## src/rtl/fetch_queue.sv

```systemverilog
// fetch_queue: prefetching instruction-fetch front end.
// It issues one word-aligned inst SRAM read per cycle while there is room.
// Responses come back one cycle later and are buffered in a DEPTH-entry queue of {pc, inst}.
// Decode pops from the head. A redirect flushes the queue and drops any response arriving in that cycle.
// Optional feature: define FETCH_QUEUE_BYPASS_EN to forward a response straight to decode
// when the queue is empty. This saves one cycle of fetch-to-decode latency.
module fetch_queue #(
   parameter int          DEPTH    = 4,
   parameter logic [31:0] RESET_PC = 32'h8000_0000
) (
   input  logic                   clk,
   input  logic                   resetn,
   input  logic                   redirect_valid_i,
   input  logic [31:0]            redirect_pc_i,
   output logic                   inst_sram_en,
   output logic [3:0]             inst_sram_we,
   output logic [31:0]            inst_sram_addr,
   output logic [31:0]            inst_sram_wdata,
   input  logic [31:0]            inst_sram_rdata,
   output logic                   out_valid_o,
   input  logic                   out_ready_i,
   output logic [31:0]            out_pc_o,
   output logic [31:0]            out_inst_o,
   output logic [$clog2(DEPTH):0] count_o
);

   localparam int AW = $clog2(DEPTH);
   localparam int CW = AW + 1;

   typedef struct packed {
      logic [31:0] pc;
      logic [31:0] inst;
   } fq_entry_t;

   // fetch state
   logic [31:0]   pc_q;
   logic          started;
   logic          inflight_v;
   logic          inflight_kill;
   logic [31:0]   inflight_pc;

   // queue state
   fq_entry_t     mem [DEPTH];
   logic [AW-1:0] rd_ptr;
   logic [AW-1:0] wr_ptr;
   logic [CW-1:0] count;

   // per-cycle control
   fq_entry_t     head;
   logic          fifo_empty;
   logic          resp_live;
   logic          bypass;
   logic          pop;
   logic          fifo_pop;
   logic          push;
   logic [CW:0]   occ;
   logic          credit;
   logic          issue;

   // The low two bits of the redirect target are discarded: fetch is word aligned.
   logic          unused_pc_lsb;
   assign unused_pc_lsb = ^redirect_pc_i[1:0];

   assign fifo_empty = (count == '0);
   // A response is usable unless it was marked stale or decode is redirecting right now.
   assign resp_live  = inflight_v & ~inflight_kill & ~redirect_valid_i;

`ifdef FETCH_QUEUE_BYPASS_EN
   assign bypass = fifo_empty & resp_live;
`else
   assign bypass = 1'b0;
`endif

   // Head presentation: queue head, or the live response when bypassing an empty queue.
   always_comb begin
      head        = mem[rd_ptr];
      out_valid_o = ~fifo_empty;
      out_pc_o    = head.pc;
      out_inst_o  = head.inst;
`ifdef FETCH_QUEUE_BYPASS_EN
      if (bypass) begin
         out_valid_o = 1'b1;
         out_pc_o    = inflight_pc;
         out_inst_o  = inst_sram_rdata;
      end
`endif
   end

   assign pop      = out_valid_o & out_ready_i;
   // A pop in a redirect cycle is ignored; the flush wins.
   assign fifo_pop = pop & ~fifo_empty & ~redirect_valid_i;
   // A bypassed response that decode takes this cycle never enters the queue.
   assign push     = resp_live & ~(bypass & pop);

   // Reserve a slot for the outstanding response so the queue can never overflow.
   // Counting this cycle's pop lets fetch resume in the same cycle ready rises.
   assign occ    = {1'b0, count} + (CW+1)'(inflight_v) - (CW+1)'(pop);
   assign credit = occ < (CW+1)'(DEPTH);
   assign issue  = started & credit & ~redirect_valid_i;

   assign inst_sram_en    = issue;
   assign inst_sram_addr  = pc_q;
   assign inst_sram_we    = 4'b0;
   assign inst_sram_wdata = 32'b0;
   assign count_o         = count;

   // Fetch PC, outstanding-request tracking, and queue pointers.
   always_ff @(posedge clk or negedge resetn) begin
      if (!resetn) begin
         pc_q          <= RESET_PC;
         started       <= 1'b0;
         inflight_v    <= 1'b0;
         inflight_kill <= 1'b0;
         inflight_pc   <= '0;
         rd_ptr        <= '0;
         wr_ptr        <= '0;
         count         <= '0;
      end else begin
         started <= 1'b1;
         if (redirect_valid_i) begin
            pc_q          <= {redirect_pc_i[31:2], 2'b00};
            inflight_v    <= 1'b0;
            inflight_kill <= 1'b1;
            rd_ptr        <= '0;
            wr_ptr        <= '0;
            count         <= '0;
         end else begin
            if (issue) begin
               pc_q          <= pc_q + 32'd4;
               inflight_v    <= 1'b1;
               inflight_pc   <= pc_q;
               inflight_kill <= 1'b0;
            end else begin
               inflight_v    <= 1'b0;
            end
            if (push)     wr_ptr <= wr_ptr + 1'b1;
            if (fifo_pop) rd_ptr <= rd_ptr + 1'b1;
            count <= count + CW'(push) - CW'(fifo_pop);
         end
      end
   end

   // Queue storage. It has no reset because entries are only read once count marks them valid.
   always_ff @(posedge clk) begin
      if (push) mem[wr_ptr] <= '{pc: inflight_pc, inst: inst_sram_rdata};
   end

endmodule

```

## config.mk

```make
export PLATFORM = sky130hd
export DESIGN_NAME = fetch_queue
export DESIGN_NICKNAME = d
export VERILOG_FILES = /design/src/rtl/fetch_queue.sv
export SDC_FILE = /design/constraint.sdc
export NUM_CORES = 1
export LEC_CHECK = 0
export CORE_ASPECT_RATIO = 1.2
export CORE_MARGIN = 8
export CORE_UTILIZATION = 45
export DETAILED_ROUTE_END_ITERATION = 6
export MAX_ROUTING_LAYER = met4
export PLACE_DENSITY = 0.69
export SYNTH_ARGS = -nofsm -noshare
export SYNTH_HDL_FRONTEND = slang
export SYNTH_SLANG_ARGS = --single-unit
```

## constraint.sdc

```tcl
create_clock -name clk -period 9.4 [get_ports clk]
set_input_delay 2.35 -clock clk [delete_from_list [all_inputs] [get_ports clk]]
set_output_delay 2.35 -clock clk [all_outputs]
set_load 0.01 [all_outputs]
```

# Yosys cells after proc, flatten, opt, wreduce, memory -nomap -nowiden
# Memories as Yosys holds them, arrays and structs flattened.
# Cells that the tools add are included.
# W data, S select, Z words.
[word_totals] regBits=74 latch_bits=0 ramBits=256 romBits=0 in_bits=68 output_inout_bits=137 elab_cells=45 memories=1
[classes] n_addsub=7 mul=0 div_mod_pow=0 n_lt_le_gt_ge=1 eq_ne=0 n_shift=0 muxes=13 n_bitwise=10 reduce_logical=5
[memory_table] name="mem" words=4 word_bits=64 rd=1 rd_clocked_by_memory_dff=0 write_ports=1 line="43" text="fq_entry_t mem [DEPTH];"
[op_table] op="$mux W32" n=2
[op_table] op="$add A32 B3 Y32 const B" n=1
[op_table] op="$mux W2" n=4
[op_table] op="$and A1 B1 Y1" n=7
[op_table] op="$mux W1" n=6
[op_table] op="$reduce_bool A2 Y1" n=3
[op_table] op="$add A2 B1 Y2 const B" n=2
[op_table] op="$add A3 B1 Y4" n=1
[op_table] op="$lt A4 B3 Y1 const B" n=1
[op_table] op="$sub A4 B1 Y4" n=1
[op_table] op="$add A3 B1 Y3" n=1
[op_table] op="$logic_not A3 Y1" n=1
[op_table] op="$mux W3" n=1
[op_table] op="$not A1 Y1" n=3
[op_table] op="$sub A3 B1 Y3" n=1
[op_table] op="$reduce_and A2 Y1" n=1

# Longest topological paths before layout
# Gate-level depths: netlist of run 1.
[depth] ltp_word=9 ltp_mapped=11 depth_no_buf=10

# Worst setup path before layout of run 1
# Ideal clock, no wire load.
[synth_path] kind="in2out" startpoint="input out_ready_i" endpoint="output inst_sram_en" arrival_ns=4.270 required_ns=7.050 slack_ns=2.780 stages=9 n_path_buf=1 path_cell_list="and2_0 > ha_1 > inv_1 > ha_1 > and3b_1 > nor4_2 > o21ai_1 > nor2_1 > buf_2"
[synth_via] elab_chain_len=5
[synth_rtl] item="from (decl)" line="21" text="input logic out_ready_i,"
[synth_rtl] item="$and A1 B1 Y1" line="89" text="assign pop = out_valid_o & out_ready_i;"
[synth_rtl] item="$sub A4 B1 Y4" line="97" text="assign occ = {1'b0, count} + (CW+1)'(inflight_v) - (CW+1)'(pop);"
[synth_rtl] item="$lt A4 B3 Y1" line="98" text="assign credit = occ < (CW+1)'(DEPTH);"
[synth_rtl] item="$and A1 B1 Y1 (2 in a row)" line="99" text="assign issue = started & credit & ~redirect_valid_i;"
[synth_rtl] item="to (decl)" line="15" text="output logic inst_sram_en,"
# No other way between the ends.

# Final worst setup path of run 1
# Same ends and word-level chain as after synthesis.

==> summary.md, run 1 <==
| Metric | Value |
|---|---|
| Critical path class | input port to output port |
| Largest net degree at the start of global routing | 71 |
| CTS-repair resized insts | 0 |
| Library cell occupying the most area in the post-synthesis netlist | edfxtp_1 |
| Simple-gate portion of the synthesized area | 4.32% |
| Aggregate global routing overflow | 0 |
| Post-synth top flop | edfxtp_1 |
| Placement row count | 68 |
| CTS tree | yes |
| Post-synthesis async set-or-reset flop share | 22.0% |
| Combined global-route utilization of all metal layers | 16.1% |
| Cell area after placement | 14700 um^2 |
| Setup repair after global routing missed its margin | false |
| Routed via count | 6622 |
| Leading cell types by total area after synthesis | edfxtp_1 (58%), dfrtp_1 (13%), mux4_2 (11%), mux2_2 (2.8%), buf_4 (2.3%) |
| Ys Warns | 0 |
| Setup_tns | 0 ns |
| Detailed-route vias per instance | 5.19 |
| Antenna diode instance count | 0 |
| Total power density per cell area | 239 nW/um^2 |
| Number of nets in the final layout | 946 |
| Maximum clock frequency | 130 MHz |
| Multiplexer share of the synthesized area | 13.9% |
| Combined buffer and inverter count along the critical path | 3 |
| Setup crit start kind | input port |
| Worst-case setup margin in the final layout | 1.71 ns |
| Crit path time final | 7.69 ns |
| Number of instances in the synthesized netlist | 695 |
| Highest net fanout along the worst path | 6 |
| Worst slew margin relative to its limit | 32.3% |
| Effective utilization at floorplan | 45.3% |
| Die boundary width | 170 um |
| Maximum clock path buffer count | 3 |
| Root buffer selected by CTS | clkbuf_16 |
| Number of pins exceeding their max-slew limit in the final report | 0 |
| Fraction of synthesized cell area in xor and xnor cells | 1.97% |
| Minimum setup slack after placement | 1.73 ns |
| Adder-Cell Fraction of Synth Area | 1.13% |
| Residual DRC count | 0 |
| Io pins | 205 |
| Number of sinks driven by the clock tree | 318 |
| Post-DR wirelength/cell | 21.0 um |
| Number of buffers created by CTS | 31 |
| Final setup skew | 0.0131 ns |
| Drt initial violations | 365 |
| Register clock-pin slew on the reported worst setup and hold paths | 0.06 ns |
| Relative area change from synthesis to final layout | 22.2% |
| Hold violation count in the final report | 0 |
| Share of the synthesized area in the top cell type | 57.9% |
| Antenna violations before repair | 0 |
| Number of synthesized flops with an enable pin | 248 |
| Average size of a mapped cell | 18.5 um^2 |
| Die Area | 34300 um^2 |
| First-pass GRT wire length | 41.6 mm |
| Most repeated cell in the gate-level netlist after synthesis | edfxtp_1 |
| Data required time of the critical path | 7.05 ns |
| Final setup violation count | 0 |
| Final Wtd Congestion | 0.840 |
| First-pass detailed-route iteration total | 4 |
| H-tree Lvls | 1 |
| Crit path cell chain | clkdlybuf4s50_1 > and2_0 > ha_1 > inv_1 > ha_1 > and3b_1 > nor4_2 > o21ai_1 > nor2_4 > clkdlybuf4s50_1 |
| Worst Max-Slew Pin Slew | 1.02 ns |
| Ranking of synthesized cells by instance count | edfxtp_1 (248), dfrtp_1 (69), mux4_2 (62), buf_4 (40) |
| Number of distinct standard cells referenced by the synthesized netlist | 52 |
| Main combinational cell family by area after synthesis | multiplexers |
| ANT nets after route | 0 |
| Critical path's top delay family | simple AND/OR/NAND/NOR gates |
| Insertion delay to the later sink of the worst-skew pair | 0.54 ns |
| Sequential cell area fraction in the yosys report | 71.5% |
| Synthesized cell area | 12900 um^2 |
| Post-route fraction of the period consumed by the critical path | 81.8% |
| Share of final-layout standard cells stronger than drive strength 1 | 18.5% |
| Maximum vdd ir drop | 0.118 mV |
| Max-cap violations | 0 |
| Endpoint arrival time on the critical path | 5.34 ns |
| Setup bufs post-CTS | 0 |
| Crit-path slowest cell | clkdlybuf4s50_1 |
| Number of input and output port buffers inserted | 162 |
| Core ar. | 28400 um^2 |
| Worst hold path class | flop to flop |
| Post-CTS Hold Fix Bufs | 0 |
| Cell area after layout | 15700 um^2 |
| Post-synthesis register bit count | 318 |
| Number of global-route vias before repair | 7101 |
| Synth Area in Compound Gates | 3.56% |
| Overall die height | 201 um |
| CP peak stage delay | 0.56 ns |
| Endpoint class of the critical path | output port |
| Leak | 5.23 nW |
| Total wire length after detailed routing | 26.8 mm |
| Dpl hpwl | 16.5 mm |
| Result of the run | finished, final reports clean |
[path summary, 6_finish.rpt]
path	start	endpoint	slack [ns]	cells after the start
min in group asynchronous	resetn	inflight_pc[15]	1.95	1
worst max register to register	count_o[2]	inflight_pc[27]	5.62	11
max in group asynchronous	resetn	rd_ptr[1]	6.76	1
worst max-delay path	out_ready_i	inst_sram_en	1.71	10
worst min-delay path	inflight_kill	inflight_kill	0.49	1
worst min register to register	inflight_kill	inflight_kill	0.49	1
[cells in the final DEF (no fill, tap or decap), types with 3 or more instances in the layout]
| cell | n |
|---|---|
| conb_1 | 41 |
| o21ai_1 | 5 |
| clkinv_2 | 4 |
| and4_1 | 4 |
| nand4_1 | 8 |
| mux2i_1 | 3 |
| a21oi_1 | 3 |
| and2_1 | 7 |
| clkinv_1 | 4 |
| a2111oi_0 | 4 |
| xnor2_1 | 20 |
| inv_1 | 12 |
| dfrtp_1 | 67 |
| o211ai_1 | 4 |
| mux4_2 | 62 |
| clkbuf_1 | 10 |
| buf_4 | 5 |
| ha_1 | 10 |
| or3_1 | 3 |
| xor2_1 | 9 |
| or4_4 | 3 |
| nor2_1 | 11 |
| clkbuf_16 | 31 |
| mux2_2 | 32 |
| nand3_1 | 12 |
| a2111oi_2 | 5 |
| o21ai_0 | 22 |
| edfxtp_1 | 248 |
| nor2b_1 | 4 |
| nand2_1 | 32 |
| and2_4 | 4 |
| a211oi_1 | 3 |
| clkdlybuf4s50_1 | 160 |
[logic make-up (layout without fill, tap and decap cells)]
family / Yosys count / after routing
compound gates: 59 / 59
xor+xnor: 29 / 29
fa+ha+maj: 11 / 11
buf+inv: 78 / 235
flops: 318 / 318
mux: 97 / 97
other cells: 2 / 41
simple gates: 101 / 101
[state kept, by name, indices dropped and copies added, names as in the netlist]
| signal | flops |
|---|---|
| count_o | 3 |
| inflight_kill | 1 |
| inflight_pc | 30 |
| inflight_v | 1 |
| inst_sram_addr | 30 |
| mem | 248 |
| rd_ptr | 2 |
| started | 1 |
| wr_ptr | 2 |
[where the power goes]
part           total (mW)  switching, mW  internal [mW]
sequential           1.85          0.147           1.70
clock                1.18          0.501          0.677
combinational       0.737          0.320          0.417
[through the flow]
step / power, mW / utilization [%] / std cells / hold slack, ns
finish: 3.76 / 55.3 / 1276 / 0.487
floorplan: 2.28 / - / 734 / 0.441
CTS: 3.81 / 55.3 / 1276 / 0.489
global placement: 2.61 / 51.9 / 1219 / 0.456
global route: 3.92 / 55.3 / 1276 / 0.512
detailed placement: 2.63 / 51.9 / 1219 / 0.474
[final cells by class]
cell class,instances,area (um^2)
Sequential cell,318,9210
Inverter,12,45.0
Clock inverter,14,124
Tap cell,385,482
Timing Repair Buffer,166,1640
Multi-Input combinational cell,338,3370
Fill cell,2287,12700
Clock buffer,43,841
[layer usage]
| metal | wire length [um] | global-route usage [%] | part of all wire [%] | up-vias |
|---|---|---|---|---|
| li1 | - | - | - | 2994 |
| met1 | 11300 | 20.4 | 42 | 3406 |
| met2 | 13600 | 26.6 | 51 | 182 |
| met3 | 1380 | 2.76 | 5.1 | 40 |
| met4 | 511 | 3.86 | 1.9 | 0 |
| met5 | 0 | - | 0 | - |
(Power assumes the default switching activity.)
==> run 2: changes to the inputs <==
==> constraint.sdc (replaced) <==
create_clock -name clk -period 7.6 [get_ports clk]
set_input_delay 1.9 -clock clk [delete_from_list [all_inputs] [get_ports clk]]
set_output_delay 1.9 -clock clk [all_outputs]
set_load 0.01 [all_outputs]
==> run 2 against run 1 <==
- die area did not move
- register-to-register slack got worse by 1.8 ns
- total power up 26%
- core utilization up 0.26 points
- largest cell class unchanged
- highest routed layer unchanged
==> summary.md, run 2 (synthesis gave the netlist of run 1 again) <==
| Metric | Value |
|---|---|
| Result of the run | finished, final reports clean (unchanged) |
| Worst slew margin relative to its limit | 32.0% (was 32.3%) |
| Crit path cell chain | clkdlybuf4s50_1 > and2_0 > ha_1 > inv_1 > ha_1 > and3b_1 > nor4_2 > o21ai_1 > nor2_4 > clkdlybuf4s50_1 (unchanged) |
| Aggregate global routing overflow | 0 (unchanged) |
| Power, Total | 4.74 mW (was 3.76 mW) |
| Register-to-register setup slack | 3.82 ns (was 5.62 ns) |
| Largest register by flop count | mem (unchanged) |
| Total power density per cell area | 301 nW/um^2 (was 239 nW/um^2) |
| Root buffer selected by CTS | clkbuf_16 (unchanged) |
| ANT nets after route | 0 (unchanged) |
| First-pass detailed-route iteration total | 5 (was 4) |
| Relative area change from synthesis to final layout | 22.7% (was 22.2%) |
| Detailed-route vias per instance | 5.12 (was 5.19) |
| Number of sinks driven by the clock tree | 318 (unchanged) |
| Largest net degree at the start of global routing | 71 (unchanged) |
| Effective utilization at floorplan | 45.3% (unchanged) |
| H-tree Lvls | 1 (unchanged) |
| Critical path class | input port to output port (unchanged) |
| Final Wtd Congestion | 0.851 (was 0.840) |
| Register clock-pin slew on the reported worst setup and hold paths | 0.06 ns (about the same) |
| Clk pwr share | 32.5% (was 31.3%) |
| Minimum setup slack after placement | 0.813 ns (was 1.73 ns) |
| Setup repair after global routing missed its margin | false (unchanged) |
| CTS tree | yes (unchanged) |
| Maximum clock frequency | 147 MHz |
| CTS-repair resized insts | 0 (unchanged) |
| Worst hold path endpoint | inflight_kill (unchanged) |
| Number of buffers created by CTS | 30 (was 31) |
| Origin of the worst min-delay path | inflight_kill (unchanged) |
| Antenna diode instance count | 0 (unchanged) |
| Die Area | 34300 um^2 (unchanged) |
| Maximum clock path buffer count | 3 (unchanged) |
| Data required time of the critical path | 5.70 ns (was 7.05 ns) |
| Endpoint class of the critical path | output port (unchanged) |
| Total net switching power | 1.20 mW (was 0.967 mW) |
| Crit path time final | 6.82 ns |
| Leak | 5.28 nW (was 5.23 nW) |
| Worst-case setup margin in the final layout | 0.780 ns (was 1.71 ns) |
| Share of total power in combinational logic | 18.8% (was 19.6%) |
| Io pins | 205 (unchanged) |
| Placed cell count | 1219 (unchanged) |
| Crit-path slowest cell | clkdlybuf4s50_1 (unchanged) |
| Overall die height | 201 um (unchanged) |
| Antenna violations before repair | 0 (unchanged) |
| Worst Reg-to-Reg Cells | 11 (unchanged) |
| Endpoint arrival time on the critical path | 4.92 ns (was 5.34 ns) |
| Fraction of power spent switching nets | 25.2% (was 25.7%) |
| Reg power frac | 48.6% (was 49.1%) |
| Core ar. | 28400 um^2 (unchanged) |
| Combined global-route utilization of all metal layers | 16.4% (was 16.1%) |
| Final setup skew | 0.0100 ns (was 0.0131 ns) |
| Non-filler instance count after layout | 1275 (was 1276) |
| Setup bufs post-CTS | 0 (unchanged) |
| Maximum vdd ir drop | 0.155 mV (was 0.118 mV) |
| Post-DR wirelength/cell | 21.2 um (was 21.0 um) |
| Final setup violation count | 0 (unchanged) |
| Highest net fanout along the worst path | 6 (unchanged) |
| Worst Max-Slew Pin Slew | 1.02 ns (about the same) |
| First-pass GRT wire length | 42.4 mm (was 41.6 mm) |
| Max-cap violations | 0 (unchanged) |
| Placement row count | 68 (unchanged) |
| Number of input and output port buffers inserted | 162 (unchanged) |
| Number of pins exceeding their max-slew limit in the final report | 0 (unchanged) |
| Residual DRC count | 0 (unchanged) |
| Reg-to-reg endpoint | inflight_pc[23] (was inflight_pc[27]) |
| Hold violation count in the final report | 0 (unchanged) |
| Post-route fraction of the period consumed by the critical path | 89.7% |
| CP peak stage delay | 0.56 ns (about the same) |
| Post-CTS Hold Fix Bufs | 0 (unchanged) |
| Total wire length after detailed routing | 27.0 mm (was 26.8 mm) |
| Dpl hpwl | 16.5 mm (about the same) |
| Drt initial violations | 445 (was 365) |
| Commonest non-fill, non-tap cells in the layout | edfxtp_1 (248), clkdlybuf4s50_1 (160), dfrtp_1 (67) (unchanged) |
| Share of final-layout standard cells stronger than drive strength 1 | 19.1% (was 18.5%) |
| RR Startpoint | count_o[2] (unchanged) |
| Setup crit start kind | input port (unchanged) |
| Number of global-route vias before repair | 7122 (was 7101) |
| Routed via count | 6524 (was 6622) |
| Setup_tns | 0 ns (unchanged) |
| Worst hold path class | flop to flop (unchanged) |
| Number of nets in the final layout | 945 (was 946) |
| Flip-flop count of the largest register, all copies and words added | 248 (unchanged) |
| Commonest non-fill, non-tap cell in the layout | edfxtp_1 (unchanged) |
| Die boundary width | 170 um (unchanged) |
| Worst Hold Depth | 1 (unchanged) |
| Internal Power | 3.55 mW (was 2.79 mW) |
| Insertion delay to the later sink of the worst-skew pair | 0.55 ns (was 0.54 ns) |
[run 2: changes by cell type in the layout (fill, tap and decap cells not counted)]
| cell | change |
|---|---|
| clkinvlp_2 | -1 |
| bufinv_16 | +2 |
| clkinv_2 | +3 |
| clkbuf_8 | +3 |
| clkbuf_1 | -3 |
| clkinvlp_4 | -1 |
| inv_6 | -1 |
| clkinv_1 | -3 |
[run 2: metal layers]
metal	track usage [%]	vias to the layer above	share of wire, %
met4	4.17	0	1.9
met2	26.9	190	50
met1	20.9	3301	43
met3	2.90	41	5.2
met5	-	-	0
li1	-	2992	-
[run 2: metrics by stage]
stage / hold WS [ns] / area [um^2] / utilization (%)
CTS: 0.476 / 15800 / 55.6
detailed placement: 0.462 / 14700 / 51.9
finish: 0.475 / 15800 / 55.6
global placement: 0.455 / 14700 / 51.9
floorplan: 0.441 / 13000 / -
global route: 0.510 / 15800 / 55.6
[run 2: worst max-delay path by stage]
stage	slack [ns]	startpoint	to	depth (start not counted)
after floorplan	1.88	out_ready_i	inst_sram_en	9
after global placement	0.86	out_ready_i	inst_sram_en	10
after detailed placement	0.81	out_ready_i	inst_sram_en	10
after CTS	0.78	out_ready_i	inst_sram_en	10
after global routing	0.62	out_ready_i	inst_sram_en	10
final	0.78	out_ready_i	inst_sram_en	10
[run 2: layout make-up]
| type | instances | area (um^2) |
|---|---|---|
| clock buffers | 43 | 871 |
| inverters | 12 | 45.0 |
| repair buffers | 166 | 1640 |
| well taps | 385 | 482 |
| fillers | 2286 | 12600 |
| flip-flops and latches | 318 | 9210 |
| clock inverters | 13 | 166 |
| multi-input cells | 338 | 3370 |
[run 2: critical path: cells and delay by family]
family          cells  cell delay, ns
simple gates        4            1.17
buf+inv             3            1.06
fa+ha+maj           2            0.45
compound gates      1            0.33
[run 2: power by group through the flow]
stage               clock (mW)  combinational, mW  sequential (mW)
finish                    1.54              0.894             2.31
CTS                       1.59              0.908             2.32
detailed placement           0              0.905             2.35
floorplan                    0              0.576             2.24
global route              1.65              0.960             2.34
global placement             0              0.893             2.34
